File: src/rtl/mem_addr_sequencer_pkg.sv
// ---------------------------------------------------------------------------
// mem_addr_sequencer_pkg
//
// Purpose:
//   Shared definitions for the memory address sequencer:
//     - address source index constants (datapath order of the sources)
//     - sequencer state encoding
//     - small helper for the word-alignment check
//
// No ports (package).
// ---------------------------------------------------------------------------
package mem_addr_sequencer_pkg;

    // Address source indices as wired on the flattened src_addr bus.
    localparam int SRC_PC     = 0;  // program counter
    localparam int SRC_EXC    = 1;  // exception vector address
    localparam int SRC_ALUOUT = 2;  // registered ALU output
    localparam int SRC_ALURES = 3;  // combinational ALU result
    localparam int SRC_SWAP1  = 4;  // swap temp address 1 (beat 0)
    localparam int SRC_SWAP2  = 5;  // swap temp address 2 (beat 1)

    // Sequencer state encoding.
    typedef enum logic {
        ST_IDLE  = 1'b0,
        ST_ISSUE = 1'b1
    } state_e;

    // A word access needs the two low address bits clear.
    function automatic logic is_misaligned(input logic [1:0] addr_lsb);
        return (addr_lsb != 2'b00);
    endfunction

endpackage : mem_addr_sequencer_pkg

File: src/rtl/mem_addr_sequencer_addr_src_select.sv
// ---------------------------------------------------------------------------
// addr_src_select
//
// Purpose:
//   Purely combinational indexed select over a flattened bus of NUM_SRC
//   address sources. Source i occupies src_addr[i*ADDR_W +: ADDR_W].
//   An index at or beyond NUM_SRC raises out_of_range and returns zero,
//   so the consumer never sees X from a non-existent source.
//
// Ports:
//   src_addr      in   NUM_SRC*ADDR_W  flattened address sources
//   idx           in   SEL_W           source index
//   addr          out  ADDR_W          selected source (0 when out of range)
//   out_of_range  out  1               idx >= NUM_SRC
// ---------------------------------------------------------------------------
module addr_src_select #(
    parameter int ADDR_W  = 32,
    parameter int NUM_SRC = 6,
    parameter int SEL_W   = 3
) (
    input  logic [NUM_SRC*ADDR_W-1:0] src_addr,
    input  logic [SEL_W-1:0]          idx,
    output logic [ADDR_W-1:0]         addr,
    output logic                      out_of_range
);

    // One extra bit so NUM_SRC == 2^SEL_W still compares correctly.
    localparam logic [SEL_W:0] NUM_SRC_W = (SEL_W+1)'(NUM_SRC);

    always_comb begin
        out_of_range = ({1'b0, idx} >= NUM_SRC_W);
    end

    // Compare-and-pick loop rather than a variable part-select so an
    // out-of-range index simply matches nothing.
    always_comb begin
        addr = '0;
        for (int i = 0; i < NUM_SRC; i++) begin
            if (idx == SEL_W'(i)) begin
                addr = src_addr[i*ADDR_W +: ADDR_W];
            end
        end
    end

endmodule : addr_src_select

File: src/rtl/mem_addr_sequencer.sv
// ---------------------------------------------------------------------------
// mem_addr_sequencer
//
// Purpose:
//   Registered memory-address select. Picks one of NUM_SRC address sources,
//   registers it onto mem_addr and runs a req/ack handshake to memory. A
//   swap access is sequenced as two beats (SWAP_A_IDX then SWAP_B_IDX)
//   without further help from the control unit. Illegal selects and
//   misaligned word addresses are reported as one-cycle error pulses so the
//   control unit can take the exception path.
//
// Handshake:
//   mem_req is raised with a stable mem_addr and held, together with
//   mem_addr, until memory answers with mem_ack in a cycle where mem_req is
//   high; the beat completes in that cycle. mem_ack while mem_req is low is
//   ignored.
//
// Ports:
//   clk              in   1               system clock, rising edge
//   reset_n          in   1               synchronous active-low reset
//   start            in   1               one-cycle access request (IDLE only)
//   sel              in   SEL_W           source index, single access
//   swap_mode        in   1               1 = two-beat swap sequence
//   word_access      in   1               1 = check word alignment
//   src_addr         in   NUM_SRC*ADDR_W  flattened address sources
//   mem_ack          in   1               memory accepted current beat
//   mem_addr         out  ADDR_W          registered address to memory
//   mem_req          out  1               beat request, held until acked
//   beat             out  1               current beat index
//   busy             out  1               state is not IDLE
//   done             out  1               access completed (pulse)
//   err_illegal_sel  out  1               select out of range (pulse)
//   err_misalign     out  1               misaligned word address (pulse)
// ---------------------------------------------------------------------------
module mem_addr_sequencer
    import mem_addr_sequencer_pkg::*;
#(
    parameter int ADDR_W     = 32,
    parameter int NUM_SRC    = 6,
    parameter int SEL_W      = 3,
    parameter int SWAP_A_IDX = SRC_SWAP1,
    parameter int SWAP_B_IDX = SRC_SWAP2
) (
    input  logic                      clk,
    input  logic                      reset_n,
    input  logic                      start,
    input  logic [SEL_W-1:0]          sel,
    input  logic                      swap_mode,
    input  logic                      word_access,
    input  logic [NUM_SRC*ADDR_W-1:0] src_addr,
    input  logic                      mem_ack,
    output logic [ADDR_W-1:0]         mem_addr,
    output logic                      mem_req,
    output logic                      beat,
    output logic                      busy,
    output logic                      done,
    output logic                      err_illegal_sel,
    output logic                      err_misalign
);

    // ------------------------------------------------------------------
    // State and registers
    // ------------------------------------------------------------------
    state_e             state_q, state_d;
    logic [ADDR_W-1:0]  mem_addr_q, mem_addr_d;
    logic               mem_req_q, mem_req_d;
    logic               beat_q, beat_d;
    logic               done_q, done_d;
    logic               err_illegal_q, err_illegal_d;
    logic               err_misalign_q, err_misalign_d;
    logic               swap_q, swap_d;   // swap_mode latched at start
    logic               word_q, word_d;   // word_access latched at start

    // ------------------------------------------------------------------
    // Source select
    // ------------------------------------------------------------------
    logic [SEL_W-1:0]   src_idx;
    logic [ADDR_W-1:0]  sel_addr;
    logic               sel_oor;

    // In ISSUE the only address ever needed next is swap beat B; in IDLE
    // the swap flag overrides sel so a garbage sel cannot flag an error.
    always_comb begin
        if (state_q == ST_ISSUE) begin
            src_idx = SEL_W'(SWAP_B_IDX);
        end else if (swap_mode) begin
            src_idx = SEL_W'(SWAP_A_IDX);
        end else begin
            src_idx = sel;
        end
    end

    addr_src_select #(
        .ADDR_W  (ADDR_W),
        .NUM_SRC (NUM_SRC),
        .SEL_W   (SEL_W)
    ) u_addr_src_select (
        .src_addr     (src_addr),
        .idx          (src_idx),
        .addr         (sel_addr),
        .out_of_range (sel_oor)
    );

    // ------------------------------------------------------------------
    // Next-state / output logic
    // ------------------------------------------------------------------
    always_comb begin
        state_d        = state_q;
        mem_addr_d     = mem_addr_q;
        mem_req_d      = mem_req_q;
        beat_d         = beat_q;
        done_d         = 1'b0;
        err_illegal_d  = 1'b0;
        err_misalign_d = 1'b0;
        swap_d         = swap_q;
        word_d         = word_q;

        unique case (state_q)
            ST_IDLE: begin
                // mem_ack is deliberately not looked at here.
                if (start) begin
                    if (sel_oor) begin
                        err_illegal_d = 1'b1;
                    end else if (word_access && is_misaligned(sel_addr[1:0])) begin
                        err_misalign_d = 1'b1;
                    end else begin
                        mem_addr_d = sel_addr;
                        mem_req_d  = 1'b1;
                        beat_d     = 1'b0;
                        swap_d     = swap_mode;
                        word_d     = word_access;
                        state_d    = ST_ISSUE;
                    end
                end
            end

            ST_ISSUE: begin
                // start is ignored while busy; address and request hold
                // until the beat is acked.
                if (mem_ack) begin
                    if (swap_q && !beat_q) begin
                        // Beat B is sampled in the ack cycle of beat A so
                        // mem_req stays high with no gap between beats.
                        if (word_q && is_misaligned(sel_addr[1:0])) begin
                            err_misalign_d = 1'b1;
                            mem_req_d      = 1'b0;
                            beat_d         = 1'b0;
                            state_d        = ST_IDLE;
                        end else begin
                            mem_addr_d = sel_addr;
                            beat_d     = 1'b1;
                        end
                    end else begin
                        mem_req_d = 1'b0;
                        beat_d    = 1'b0;
                        done_d    = 1'b1;
                        state_d   = ST_IDLE;
                    end
                end
            end

            default: begin
                state_d   = ST_IDLE;
                mem_req_d = 1'b0;
                beat_d    = 1'b0;
            end
        endcase
    end

    // ------------------------------------------------------------------
    // Registers (synchronous active-low reset)
    // ------------------------------------------------------------------
    always_ff @(posedge clk) begin
        if (!reset_n) begin
            state_q        <= ST_IDLE;
            mem_addr_q     <= '0;
            mem_req_q      <= 1'b0;
            beat_q         <= 1'b0;
            done_q         <= 1'b0;
            err_illegal_q  <= 1'b0;
            err_misalign_q <= 1'b0;
            swap_q         <= 1'b0;
            word_q         <= 1'b0;
        end else begin
            state_q        <= state_d;
            mem_addr_q     <= mem_addr_d;
            mem_req_q      <= mem_req_d;
            beat_q         <= beat_d;
            done_q         <= done_d;
            err_illegal_q  <= err_illegal_d;
            err_misalign_q <= err_misalign_d;
            swap_q         <= swap_d;
            word_q         <= word_d;
        end
    end

    // ------------------------------------------------------------------
    // Outputs
    // ------------------------------------------------------------------
    always_comb begin
        mem_addr        = mem_addr_q;
        mem_req         = mem_req_q;
        beat            = beat_q;
        busy            = (state_q != ST_IDLE);
        done            = done_q;
        err_illegal_sel = err_illegal_q;
        err_misalign    = err_misalign_q;
    end

endmodule : mem_addr_sequencer

File: config.mk
export PLATFORM = sky130hd
export DESIGN_NAME = mem_addr_sequencer
export DESIGN_NICKNAME = d
export VERILOG_FILES = /design/src/rtl/mem_addr_sequencer_pkg.sv /design/src/rtl/mem_addr_sequencer_addr_src_select.sv /design/src/rtl/mem_addr_sequencer.sv
export SDC_FILE = /design/constraint.sdc
export NUM_CORES = 1
export LEC_CHECK = 0
export ABC_CLOCK_PERIOD_IN_PS = 2900
export CAP_MARGIN = 20
export CORE_MARGIN = 8
export CORE_UTILIZATION = 33
export CTS_CLUSTER_SIZE = 16
export DETAILED_ROUTE_END_ITERATION = 16
export PLACE_DENSITY = 0.9
export SLEW_MARGIN = 20
export SYNTH_ARGS = -nofsm -noshare
export SYNTH_HDL_FRONTEND = slang
export SYNTH_SLANG_ARGS = --single-unit
File: constraint.sdc
create_clock -name clk -period 2.9 [get_ports clk]
set_input_delay 0.58 -clock clk [delete_from_list [all_inputs] [get_ports clk]]
set_output_delay 0.58 -clock clk [all_outputs]
set_load 0.05 [all_outputs]
======== Yosys cells after proc, flatten, opt, wreduce, memory -nomap -nowiden ========
Index checks and enable logic that the tools add are counted.
word-level totals
  RAM bits ................................ 0
  bits in latches ......................... 0
  logic and storage cells ................. 82
  memory bits (read-only) ................. 0
  output and inout port bits .............. 38
  memories kept ........................... 0
  register bits ........................... 40
cells by class
  divide/modulo/power cells ............... 0
  bitwise operators ....................... 5
  multiplexer cells ....................... 43
  shift operators ......................... 0
  magnitude comparators ................... 1
  reductions and logical operators ........ 12
  multipliers ............................. 0
  equality and inequality tests ........... 12
  $add $sub $neg .......................... 0
operators by type and width
  operator            number
  $mux 32             12
  $pmux 32 s2         1
  $mux 1              24
  $ne 2x2->1 const B  5
  $pmux 1 s2          4
  $reduce_and 4->1    2
  $eq 3x2->1 const B  2
  $eq 3x3->1 const B  2
  $mux 3              2
  $reduce_and 6->1    1
  $not 1->1           5
  $reduce_and 5->1    1
  $eq 3x1->1 const B  1
  $ge 3x3->1 const B  1
  $logic_and 1x1->1   3
  $logic_not 3->1     1
  $ne 3x2->1 const B  1
  $reduce_and 3->1    1
  $reduce_or 3->1     1
  $ne 2x1->1 const B  1
  $reduce_bool 2->1   1
  $logic_not 1->1     1

======== Logic depth before layout (Yosys ltp) ========
  depth in word-level cells ............... 15
  depth in mapped cells ................... 9
  gate-level depth less buffers ........... 6

======== Cells and area by module ========
From an unflattened synthesis, not the netlist that was laid out.
unflattened totals
  cells, all modules ...................... 381
  area total of the unflattened synthesis .. 3689.8 um^2
modules (own cells, without submodules)
  module              instances  cells an instance  area an instance (um^2)
  addr_src_select     1          200                1936.9
  mem_addr_sequencer  1          181                1752.9

======== Least setup slack after synthesis ========
No wires, ideal clock.
  path kind ............................... input port to flip-flop
  start ................................... input sel[0]
  end ..................................... register mem_addr_q[14], in the netlist mem_addr[14]
  arrival ................................. 2.307 ns
  path slack .............................. 0.471 ns
  required time ........................... 2.778 ns
  library setup time ...................... 0.122 ns
  stages on the path ...................... 8
  buffers on the path ..................... 2
  path through ............................ buf_6 mux4_2 nand2_1 a22oi_2 nor4_4 buf_6 o21ai_0 o311a_1
between the ends
  longest elaborated chain between the ends .. 13
  elaborated cells on any way between the ends .. 29
RTL lines
  element                                          line                                      source
  start: declaration                               mem_addr_sequencer.sv:47                  input logic [SEL_W-1:0] sel,
  $mux 3 *                                         mem_addr_sequencer.sv:86                  end else if (swap_mode) begin
  $mux 3 *                                         mem_addr_sequencer.sv:84                  if (state_q == ST_ISSUE) begin
  $logic_not 3->1                                  mem_addr_sequencer_addr_src_select.sv:39  if (idx == SEL_W'(i)) begin
  $mux 32 (6 in series)                            mem_addr_sequencer_addr_src_select.sv:39
  $mux 32, or another cell as far along            mem_addr_sequencer.sv:144                 if (word_q && is_misaligned(sel_addr[1:0])) begin
  $mux 32, or another cell as far along            mem_addr_sequencer.sv:141                 if (swap_q && !beat_q) begin
  $mux 32, or another cell as far along            mem_addr_sequencer.sv:140                 if (mem_ack) begin
  $pmux 32 s2 or $reduce_and 6->1 (tied branches)  --
  end signal: assignment                           mem_addr_sequencer.sv:186                 mem_addr_q <= mem_addr_d;
  end: declaration                                 mem_addr_sequencer.sv:65                  logic [ADDR_W-1:0] mem_addr_q, mem_addr_d;
Mark *: on every way between the ends. The rest lies on a longest branch, timed or not. The select of a mux whose other input is x is not followed.
A chain may end at the register's enable or synchronous reset.

======== Final worst setup path ========
  start ................................... input swap_mode
  end ..................................... register mem_addr_q[12], in the netlist mem_addr[12]
between the ends
  longest elaborated chain between the ends .. 13
  elaborated cells on any way between the ends .. 29
RTL lines
  element                                          line                                      source
  start: declaration                               mem_addr_sequencer.sv:48                  input logic swap_mode,
  $mux 3 *                                         mem_addr_sequencer.sv:86
  $mux 3 *                                         mem_addr_sequencer.sv:84
  $logic_not 3->1                                  mem_addr_sequencer_addr_src_select.sv:39
  $mux 32 (6 in series)                            mem_addr_sequencer_addr_src_select.sv:39
  $mux 32, or another cell as far along            mem_addr_sequencer.sv:144
  $mux 32, or another cell as far along            mem_addr_sequencer.sv:141
  $mux 32, or another cell as far along            mem_addr_sequencer.sv:140
  $pmux 32 s2 or $reduce_and 6->1 (tied branches)  --
Marks and branches as above.

==> flow_summary.yaml <==
place:
  post-dp-hpwl_mm: 10.9
  routabilityCongestion: 0.855
  port_buffers: 238
clock_tree:
  clockRootBuffer: "clkbuf_8"
  htreeDepth: 2
  clkSinkCount: 40
  post-cts-setup-buffers: 0
  numCtsBuffers: 5
  insertion_delay_ns: 0.30
  holdBufCountCts: 0
  clk_transition_reported_paths_ns: 0.09
  clock_path_buffers: 2
  tritoncts: "done"
  cts-resized-gates: 0
timing:
  setup-tns-final_ns: 0
  finalCriticalPeriod_ns: 2.56
  hold_viol: 0
  rsz0062_at_grt: "false"
  slew_violations: 0
  setup_viol: 0
  fmaxAchievable_mhz: 391
  clock_skew_ns: 0.0124
  worst_slew_pin_slew_ns: 0.654
  finalCritPeriodShare: 0.882
  relSlewSlack: 0.563
worst_hold_path:
  worstHoldPathCells: 2
  holdCritPathClass: "reg -> reg"
power:
  ir_worst_vdd_uv: 292
  power_density_mw_per_mm2: 448
  p_leak_nw: 2.07
  finalPower_mw: 2.45
floorplanning:
  pin_count: 239
  rows: 34
  die_h_um: 109
  die_area_sq_mm: 0.0119
  core_sq_mm: 0.00859
  initial_utilization: 0.334
  die_w_um: 109
global_route:
  track_usage: 0.222
  grt_pass1_vias: 3886
  gr-total-overflow: 0
  grt_max_degree: 40
  grt_pass1_wl_mm: 20.5
  antenna_found_initial: 0
finish:
  layout_common_cells: "clkdlybuf4s50_1 (235), dfxtp_1 (40), mux4_2 (31), a222oi_1 (30), o311a_1 (30)"
  layout-drive-gt1-share: 0.139
  final_net_count: 690
  fillCellCount: 699
  syn_to_final_growth_pct: 89.9
  final_common_cell: "clkdlybuf4s50_1"
  antenna-diode-count: 0
critical_path:
  ff2ff_path_depth: 7
  reg2reg_to: "mem_addr[12]"
  required_ns: 3.10
  worst-setup-path-type: "in -> reg"
  crit_path_start_kind: "input pin"
  cp-end-kind: "flop"
  ff2ff_setup_slack_ns: 0.65
  crit_end: "mem_addr[12]"
  worstPathArrival_ns: 2.75
  cp_max_fo: 25
  crit_path_start: "swap_mode"
  reg2reg_from: "busy"
routing:
  dr.pass1.iters: 5
  drt_first_iter_violations: 265
  wirelength_mm: 13.5
  drc: 0
  detail-route-antenna-nets: 0
  post_drt_via_cell_ratio: 5.85
  routed-via-count: 3497
  wl_per_cell_um: 22.6
synthesis:
  synthCells: 263
  syn_area_per_cell_sq_um: 10.9
  yosys_warnings: 0
  synth_area_sq_mm: 0.00287
  syn_nets: 464
  ys_ff_latch: 40
  synth_cell_type_count: 39
  yosysSeqAreaShare: 0.279
job:
  max-cap-violations: 0
outcome:
  status: "complete, no violations"
-- through the flow --
step	setup WS, ns	hold slack, ns	utilization	cells	area [sq um]
5_1_grt	0.184	0.490	0.635	598	5450
6_report	0.341	0.463	0.635	598	5450
3_3_place_gp	0.119	0.445	0.622	590	5340
2_1_floorplan	0.471	0.435	-	263	2870
3_5_place_dp	0.0420	0.453	0.622	590	5340
4_1_cts	0.335	0.465	0.635	598	5450
-- flip-flops by register name (all words and copies together) (netlist names) --
| register | flops |
|---|---|
| busy | 1 |
| done | 1 |
| mem_addr | 32 |
| beat | 1 |
| swap_q | 1 |
| err_misalign | 1 |
| mem_req | 1 |
| word_q | 1 |
| err_illegal_sel | 1 |
-- worst min path at each step --
stage	from	endpoint
floorplan	swap_q	swap_q
CTS	swap_q	swap_q
global route	swap_q	swap_q
detailed placement	swap_q	swap_q
finish	swap_q	swap_q
global placement	swap_q	swap_q
-- critical path, cell delays in order --
cell and delay (ns):
clkdlybuf4s50_1 0.51, nor2b_1 0.28, a21o_1 0.25, a22oi_2 0.13
nor4_4 0.39, buf_4 0.32, o21ai_0 0.13, o311a_1 0.14
-- cells by family after synthesis --
logic type	share of synthesized area
AOI/OAI and AO/OA	0.321
buffers and inverters	0.0763
DFF	0.279
and+or+nand+nor	0.0667
muxes	0.257
-- area by class of cell --
cell class / instances / area [sq um] / share of cell area
multi-input cells: 180 / 1860 / 0.341
flip-flops and latches: 40 / 801 / 0.147
clock buffers: 5 / 68.8 / 0.0126
well taps: 108 / 135 / 0.0248
repair buffers: 255 / 2520 / 0.462
inverters: 7 / 26.3 / 0.00482
clock inverters: 3 / 42.5 / 0.00780
-- cell usage after synthesis --
cell type | number | area, sq um
mux2i_1 | 4 | 40.0
nand3b_1 | 2 | 15.0
dfxtp_1 | 40 | 801
o21ai_0 | 12 | 60.1
buf_2 | 4 | 20.0
buf_6 | 7 | 78.8
o311a_1 | 30 | 300
o311ai_0 | 1 | 8.76
a222oi_1 | 30 | 300
or3_1 | 1 | 6.26
o21ai_1 | 21 | 105
a31oi_1 | 1 | 6.26
o21a_1 | 1 | 7.51
o22a_1 | 2 | 17.5
a22o_1 | 1 | 8.76
a21oi_1 | 3 | 15.0
a311oi_2 | 1 | 15.0
o221a_2 | 1 | 11.3
nand3_1 | 3 | 15.0
buf_1 | 1 | 3.75
mux4_2 | 31 | 698
a21o_1 | 2 | 15.0
o21bai_2 | 1 | 11.3
clkbuf_1 | 24 | 90.1
o32ai_1 | 1 | 8.76
nand2_1 | 8 | 30.0
nor2_1 | 5 | 18.8
nor2b_1 | 4 | 25.0
a32oi_1 | 1 | 8.76
and2_1 | 1 | 6.26
inv_1 | 7 | 26.3
o211a_1 | 1 | 10.0
nand2b_1 | 2 | 12.5
nor4_4 | 1 | 21.3
or2_2 | 1 | 6.26
a22oi_2 | 1 | 12.5
nor3_1 | 4 | 20.0
and4_1 | 1 | 8.76
nand4_1 | 1 | 6.26
-- metal layers --
metal	vias up	global-route usage	routed length, um
met5	-	0	0
met4	0	0.0550	187
met3	15	0.0822	1560
met2	192	0.397	6830
met1	1695	0.242	4950
li1	1595	-	-
-- power breakdown --
| group | internal (mW) | switching, mW |
|---|---|---|
| Clock | 0.255 | 0.212 |
| Combinational | 0.625 | 0.659 |
| Sequential | 0.639 | 0.0571 |
Note: power is estimated with default switching activity, not from simulation.
